`config.mk`:
```
export PLATFORM = sky130hd
export DESIGN_NAME = command_line_packer
export DESIGN_NICKNAME = d
export VERILOG_FILES = /design/src/rtl/command_line_packer.sv
export SDC_FILE = /design/constraint.sdc
export NUM_CORES = 1
export LEC_CHECK = 0
export CORE_ASPECT_RATIO = 0.75
export CORE_MARGIN = 1.5
export CORE_UTILIZATION = 53
export DETAILED_ROUTE_END_ITERATION = 10
export GPL_ROUTABILITY_DRIVEN = 1
export HOLD_SLACK_MARGIN = 0.02
export PLACE_DENSITY = 0.85
export SLEW_MARGIN = 20
export SYNTH_ARGS = -nofsm -noshare
export SYNTH_HDL_FRONTEND = slang
export SYNTH_SLANG_ARGS = --single-unit
export TNS_END_PERCENT = 1
```
`constraint.sdc`:
```
create_clock -name clk -period 3.6 [get_ports clk]
set_clock_uncertainty 0.15 [all_clocks]
set_input_delay 0.36 -clock clk [delete_from_list [all_inputs] [get_ports clk]]
set_output_delay 0.36 -clock clk [all_outputs]
set_load 0.02 [all_outputs]
```
`src/rtl/command_line_packer.sv`:
```
// command_line_packer
//   Splits an ASCII byte stream into lines and packs each line of 1..4 chars
//   into a 32-bit command word, first char in [31:24], unused low bytes zero.
//   Packed words are buffered in a DEPTH-entry FIFO and drained through a
//   valid/ready port. Lines longer than MAXCHARS are dropped and counted.
// Ports
//   clk         rising-edge clock
//   rst         asynchronous active-low reset
//   byte_in     ASCII input byte; byte_valid/byte_ready handshake
//   byte_last   marks the final byte of the stream (flushes a partial line)
//   cmd_out     FIFO head (registered); cmd_valid/cmd_ready handshake
//   line_count  words pushed into the FIFO, wraps at 2^16
//   err_count   overlong lines dropped, saturates at 255
module command_line_packer #(
  parameter int DEPTH    = 4,
  parameter int MAXCHARS = 4
) (
  input  logic        clk,
  input  logic        rst,
  input  logic [7:0]  byte_in,
  input  logic        byte_valid,
  input  logic        byte_last,
  output logic        byte_ready,
  output logic [31:0] cmd_out,
  output logic        cmd_valid,
  input  logic        cmd_ready,
  output logic [15:0] line_count,
  output logic [7:0]  err_count
);

  localparam int AW = $clog2(DEPTH);
  localparam int CW = AW + 1;
  localparam logic [7:0] CH_NL = 8'h0A;
  localparam logic [7:0] CH_CR = 8'h0D;

  typedef enum logic [1:0] {IDLE, ACCUM, DISCARD} state_t;

  state_t      state_reg, state_next, byte_state;
  logic [2:0]  n_reg, n_next;
  logic [31:0] shift_reg, shift_next;
  logic [31:0] ins_word;
  logic [31:0] acc_word;
  logic [15:0] line_count_reg;
  logic [7:0]  err_count_reg;
  logic        push, pop, err_inc;

  logic [31:0]   mem [DEPTH];
  logic [AW-1:0] wr_ptr_reg, rd_ptr_reg, rd_ptr_inc;
  logic [CW-1:0] count_reg, count_next;
  logic [31:0]   cmd_out_reg;

  logic byte_xfer, is_nl, is_cr, is_char;

  assign byte_ready = (count_reg != CW'(DEPTH));
  assign cmd_valid  = (count_reg != '0);
  assign pop        = cmd_valid & cmd_ready;
  assign byte_xfer  = byte_valid & byte_ready;
  assign is_nl      = (byte_in == CH_NL);
  assign is_cr      = (byte_in == CH_CR);
  assign is_char    = ~is_nl & ~is_cr;
  assign rd_ptr_inc = rd_ptr_reg + AW'(1);

  // Current line with byte_in dropped into the lane selected by n_reg.
  genvar gi;
  generate
    for (gi = 0; gi < MAXCHARS; gi++) begin : g_lane
      assign ins_word[31-8*gi -: 8] = (n_reg == 3'(gi)) ? byte_in : shift_reg[31-8*gi -: 8];
    end
  endgenerate

  // State register
  always_ff @(posedge clk or negedge rst) begin
    if (!rst) begin
      state_reg      <= IDLE;
      n_reg          <= '0;
      shift_reg      <= '0;
      line_count_reg <= '0;
      err_count_reg  <= '0;
    end else begin
      state_reg <= state_next;
      n_reg     <= n_next;
      shift_reg <= shift_next;
      if (push)
        line_count_reg <= line_count_reg + 16'd1;
      if (err_inc && err_count_reg != 8'hFF)
        err_count_reg <= err_count_reg + 8'd1;
    end
  end

  // Next-state logic. byte_state is the state after the byte itself; the
  // stream-end flush is then applied on top of it.
  always_comb begin
    byte_state = state_reg;
    n_next     = n_reg;
    acc_word   = shift_reg;
    if (byte_xfer) begin
      if (is_nl) begin
        byte_state = IDLE;
      end else if (is_char) begin
        case (state_reg)
          IDLE: begin
            byte_state = ACCUM;
            n_next     = 3'd1;
            acc_word   = {byte_in, 24'h0};
          end
          ACCUM: begin
            if (n_reg == 3'(MAXCHARS)) begin
              byte_state = DISCARD;
            end else begin
              n_next   = n_reg + 3'd1;
              acc_word = ins_word;
            end
          end
          default: ;
        endcase
      end
    end
    state_next = (byte_xfer && byte_last) ? IDLE : byte_state;
    // Returning to IDLE clears the line so the next one starts from zeros.
    if (state_next == IDLE) begin
      n_next     = '0;
      shift_next = '0;
    end else begin
      shift_next = acc_word;
    end
  end

  // Outputs of the line FSM. An NL that ends a line already leaves byte_state
  // at IDLE, so a final NL with byte_last pushes only once.
  always_comb begin
    push    = 1'b0;
    err_inc = 1'b0;
    if (byte_xfer) begin
      push    = (is_nl && state_reg == ACCUM) || (byte_last && byte_state == ACCUM);
      err_inc = is_char && state_reg == ACCUM && n_reg == 3'(MAXCHARS);
    end
  end

  // FIFO storage
  always_ff @(posedge clk) begin
    if (push)
      mem[wr_ptr_reg] <= acc_word;
  end

  always_comb begin
    count_next = count_reg;
    case ({push, pop})
      2'b10:   count_next = count_reg + CW'(1);
      2'b01:   count_next = count_reg - CW'(1);
      default: count_next = count_reg;
    endcase
  end

  // cmd_out is kept equal to the FIFO head. A word written this cycle is
  // forwarded when it becomes the head so the output has no extra latency.
  always_ff @(posedge clk or negedge rst) begin
    if (!rst) begin
      wr_ptr_reg  <= '0;
      rd_ptr_reg  <= '0;
      count_reg   <= '0;
      cmd_out_reg <= '0;
    end else begin
      count_reg <= count_next;
      if (push)
        wr_ptr_reg <= wr_ptr_reg + AW'(1);
      if (pop) begin
        rd_ptr_reg <= rd_ptr_inc;
        if (count_reg > CW'(1))
          cmd_out_reg <= mem[rd_ptr_inc];
        else if (push)
          cmd_out_reg <= acc_word;
      end else if (count_reg == '0 && push) begin
        cmd_out_reg <= acc_word;
      end
    end
  end

  assign cmd_out    = cmd_out_reg;
  assign line_count = line_count_reg;
  assign err_count  = err_count_reg;

endmodule
```
==> impl_summary.log <==
INFO  metric run_status = finished, final reports clean
INFO  metric finalHoldViolCount = 0
INFO  metric register_area = 6347 um2
INFO  metric power_density = between 700 and 800 nW/um2
INFO  metric synth.lib_cells_used.distinct = 58
INFO  metric clk-insertion-delay-late = 0.51 ns
INFO  metric syn_nets = 712
INFO  metric wl_met1 = between 8 and 9 mm
INFO  metric slew_headroom = 35.25%
INFO  metric globalplace.congestion = 0.9089
INFO  metric synthesis.area = around 9900 um2
INFO  metric synth-seq-area-share = between 60% and 70%
INFO  metric timing.critical_path.to_type = register
INFO  metric synth_area_leaders = edfxtp_1 (39%), dfrtp_1 (25%), mux4_2 (7.3%)
INFO  metric totalPowerFinal = ~0.009 W
INFO  metric grt_max_degree = 74
INFO  metric worst_slew_pin_slew = between 0.9 and 1 ns
INFO  metric areaGrowthSynthToFinish = 18.95%
INFO  metric core_rows = between 40 and 50
INFO  metric number_of_iterations_in_the_first_detailed_routing_pass = 6
INFO  metric postRouteAntennaNets = 0
INFO  metric power.ir.vdd_worst = 0.4001 mV
INFO  metric post-route-worst-setup-slack = 0.1768 ns
INFO  metric crit_type = reg -> reg
INFO  metric cts_post_setup_buffers_inserted = 0
INFO  metric antennaDiodeCount = 0
INFO  metric critPathRequiredTime = roughly 3.8 ns
INFO  metric ys_ff_latch = ~230
INFO  metric yosys_warnings = 0
INFO  metric filler_cell_count = approximately 1200
INFO  metric htreeDepth = 1
INFO  metric yosys_most_used_dff = edfxtp_1
INFO  metric route.met2.wl = ~10 mm
INFO  metric grt_antenna_before_repair = 0
INFO  metric track_usage = a little under a quarter
INFO  metric setup_viol_count_final = 0
INFO  metric design.core.area = 17920 um2
INFO  metric top_signal_layer_used = met4
INFO  metric effective_utilization_at_floorplan = 55.05%
INFO  metric worst_setup_path_start_kind = register
INFO  metric fp.dieArea = between 15000 and 20000 um2
INFO  metric grt_first_pass_wirelength = between 30 and 40 mm
INFO  metric synth_top_cell_area_share = a little under 40%
INFO  metric final.period_utilization = a little over nine tenths
INFO  metric chipHeight = between 100 and 150 um
INFO  metric synth_edf_count = between 100 and 150
INFO  metric max_cap_violations = 0
INFO  metric wl_per_cell = between 20 and 25 um
INFO  metric crit_fanout = 18
INFO  metric chip_width = roughly 160 um
INFO  metric synth_most_common_cell = edfxtp_1
INFO  metric routed_wl = 21.44 mm
INFO  metric dr.first_iter.drc_count = 635
INFO  metric power_leakage = about 4.6 nW
INFO  metric synth_async_sr_flop_share = a little over two fifths
INFO  metric dp_hpwl = 13.93 mm
INFO  metric fmax = between 200 and 300 MHz
INFO  metric multi_input_gate_area = ~3300 um2
INFO  metric preCtsSetupSlack = -0.04922 ns
INFO  metric synth_top_cell_by_area = edfxtp_1
INFO  metric via_count = 6172
INFO  metric cts_tree = yes
INFO  metric remaining_drcs = 0
INFO  metric largest_register_ff_count = 128
INFO  metric post_synth_inst_count = between 600 and 700
INFO  metric cts.sinks = around 230
INFO  metric worst-endpoint-arrival = approximately 3.7 ns
INFO  metric routed-wl-met3 = ~2.0 mm
INFO  metric finalWorstPathRequiredPeriod = approximately 3.4 ns
INFO  metric final-max-slew-violation-count = 0
INFO  metric final_nets = approximately 800
INFO  metric vias_per_cell = approximately 6.0
INFO  metric grt_remaining_overflow = 0
INFO  metric port-buffer-count = 70
INFO  metric path_clk_slew = about 0.06 ns
INFO  metric synth_common_cells = edfxtp_1 (128), dfrtp_1 (100), nand2_1 (61), o21ai_0 (33), mux4_2 (32)
INFO  metric layout-drive-gt1-share = between 10% and 20%
INFO  metric min_path_type = in -> async
INFO  metric cts-root-to-sink-buffers = 3
INFO  metric first_global_vias = approximately 6300
INFO  metric postSynthAreaPerCell = 14.44 um2
INFO  metric top_level_port_count = 71
INFO  metric grt_setup_unrepaired = false
INFO  metric ctsRootBufferMaster = clkbuf_16
INFO  metric cts_made_buffers = 22
[area by class of cell]
type                            instances  share of cell area, %
Inverter                               31                 0.9917
Tap cell                              242                  2.580
Clock inverter                         16                  1.887
Sequential cell                       228                  54.09
Timing Repair Buffer                   93                  7.656
Clock buffer                           24                  4.937
Multi-Input combinational cell        392                  27.85
[power by group]
group / internal, W / total [W] / switching (W)
logic: 0.00134 / 0.00292 / 0.00158
clock network: 0.00153 / 0.00252 / 0.000988
registers: 0.00323 / 0.00356 / 0.000332
total: 0.00610 / 0.00900 / 0.00290
[worst max-delay path: stages (launching register included)]
cell and delay (ns):
dfrtp_1 0.43, inv_1 0.10, ha_1 0.25, a21bo_2 0.32
a31oi_1 0.25, a32o_1 0.33, a31oi_4 0.12, ha_1 0.30
a221oi_4 0.33, buf_4 0.34, mux2_2 0.37
[repair_timing]
item,4_1_cts,5_1_grt
endpoints found under the hold margin,71,0
resized for setup,0,0
hold buffers,1,0
[stage by stage]
step	cell area (um2)	setup TNS (ns)	util [%]	hold slack [ns]	std cells
final	11730	0	65.48	0.2067	1026
after global routing	11730	0	65.48	0.2573	1026
after CTS	11710	0	65.33	0.3355	1025
after detailed placement	10900	-0.7625	60.81	0.3270	984
after global placement	10900	0	60.81	0.3055	984
after floorplan	9864	-36.39	-	-0.08559	683
[path summary, 6_finish.rpt]
kind / from / end / slack (ns) / depth (start not counted)
hold / removal: rst / line_count[5]$_DFFE_PN0P_ / 0.21 / 2
max in group asynchronous: rst / cmd_out[30]$_DFFE_PN0P_ / 2.25 / 4
min in group clk: line_count[15]$_DFFE_PN0P_ / line_count[15]$_DFFE_PN0P_ / 0.33 / 1
hold reg to reg: line_count[15]$_DFFE_PN0P_ / line_count[15]$_DFFE_PN0P_ / 0.33 / 1
setup reg to reg: count_reg[0]$_DFFE_PN0P_ / cmd_out[13]$_DFFE_PN0P_ / 0.18 / 10
setup / recovery: count_reg[0]$_DFFE_PN0P_ / cmd_out[13]$_DFFE_PN0P_ / 0.18 / 10
[per-layer routing]
metal / vias up / global-route usage [%]
li1: 2706 / -
met1: 3091 / 31.75
met2: 323 / 36.61
met3: 52 / 5.844
met4: 0 / 6.542
met5: - / 0
[placed cells by master, fill, tap and decap left out, types with 14 or more instances in the layout]
cell	instances
a21oi_1	14
buf_4	21
clkbuf_16	23
clkdlybuf4s50_1	69
dfrtp_1	99
edfxtp_1	128
ha_1	16
inv_1	31
mux2_2	25
mux2i_1	16
mux4_2	32
nand2_1	61
nor2_1	21
nor2b_1	22
nor3_1	16
o21ai_0	33
xnor2_1	18
[kinds of logic after synthesis]
kind of cell	Yosys count	share of synthesized area [%]
flip-flops	228	64.33
AND/OR/NAND/NOR	176	9.082
AO/OA/AOI/OAI	97	7.281
multiplexers	75	12.09
buffers and inverters	63	2.702
XOR/XNOR	28	2.486
adder cells (fa/ha/maj)	16	2.029
Note: power is estimated with default switching activity, not from simulation.
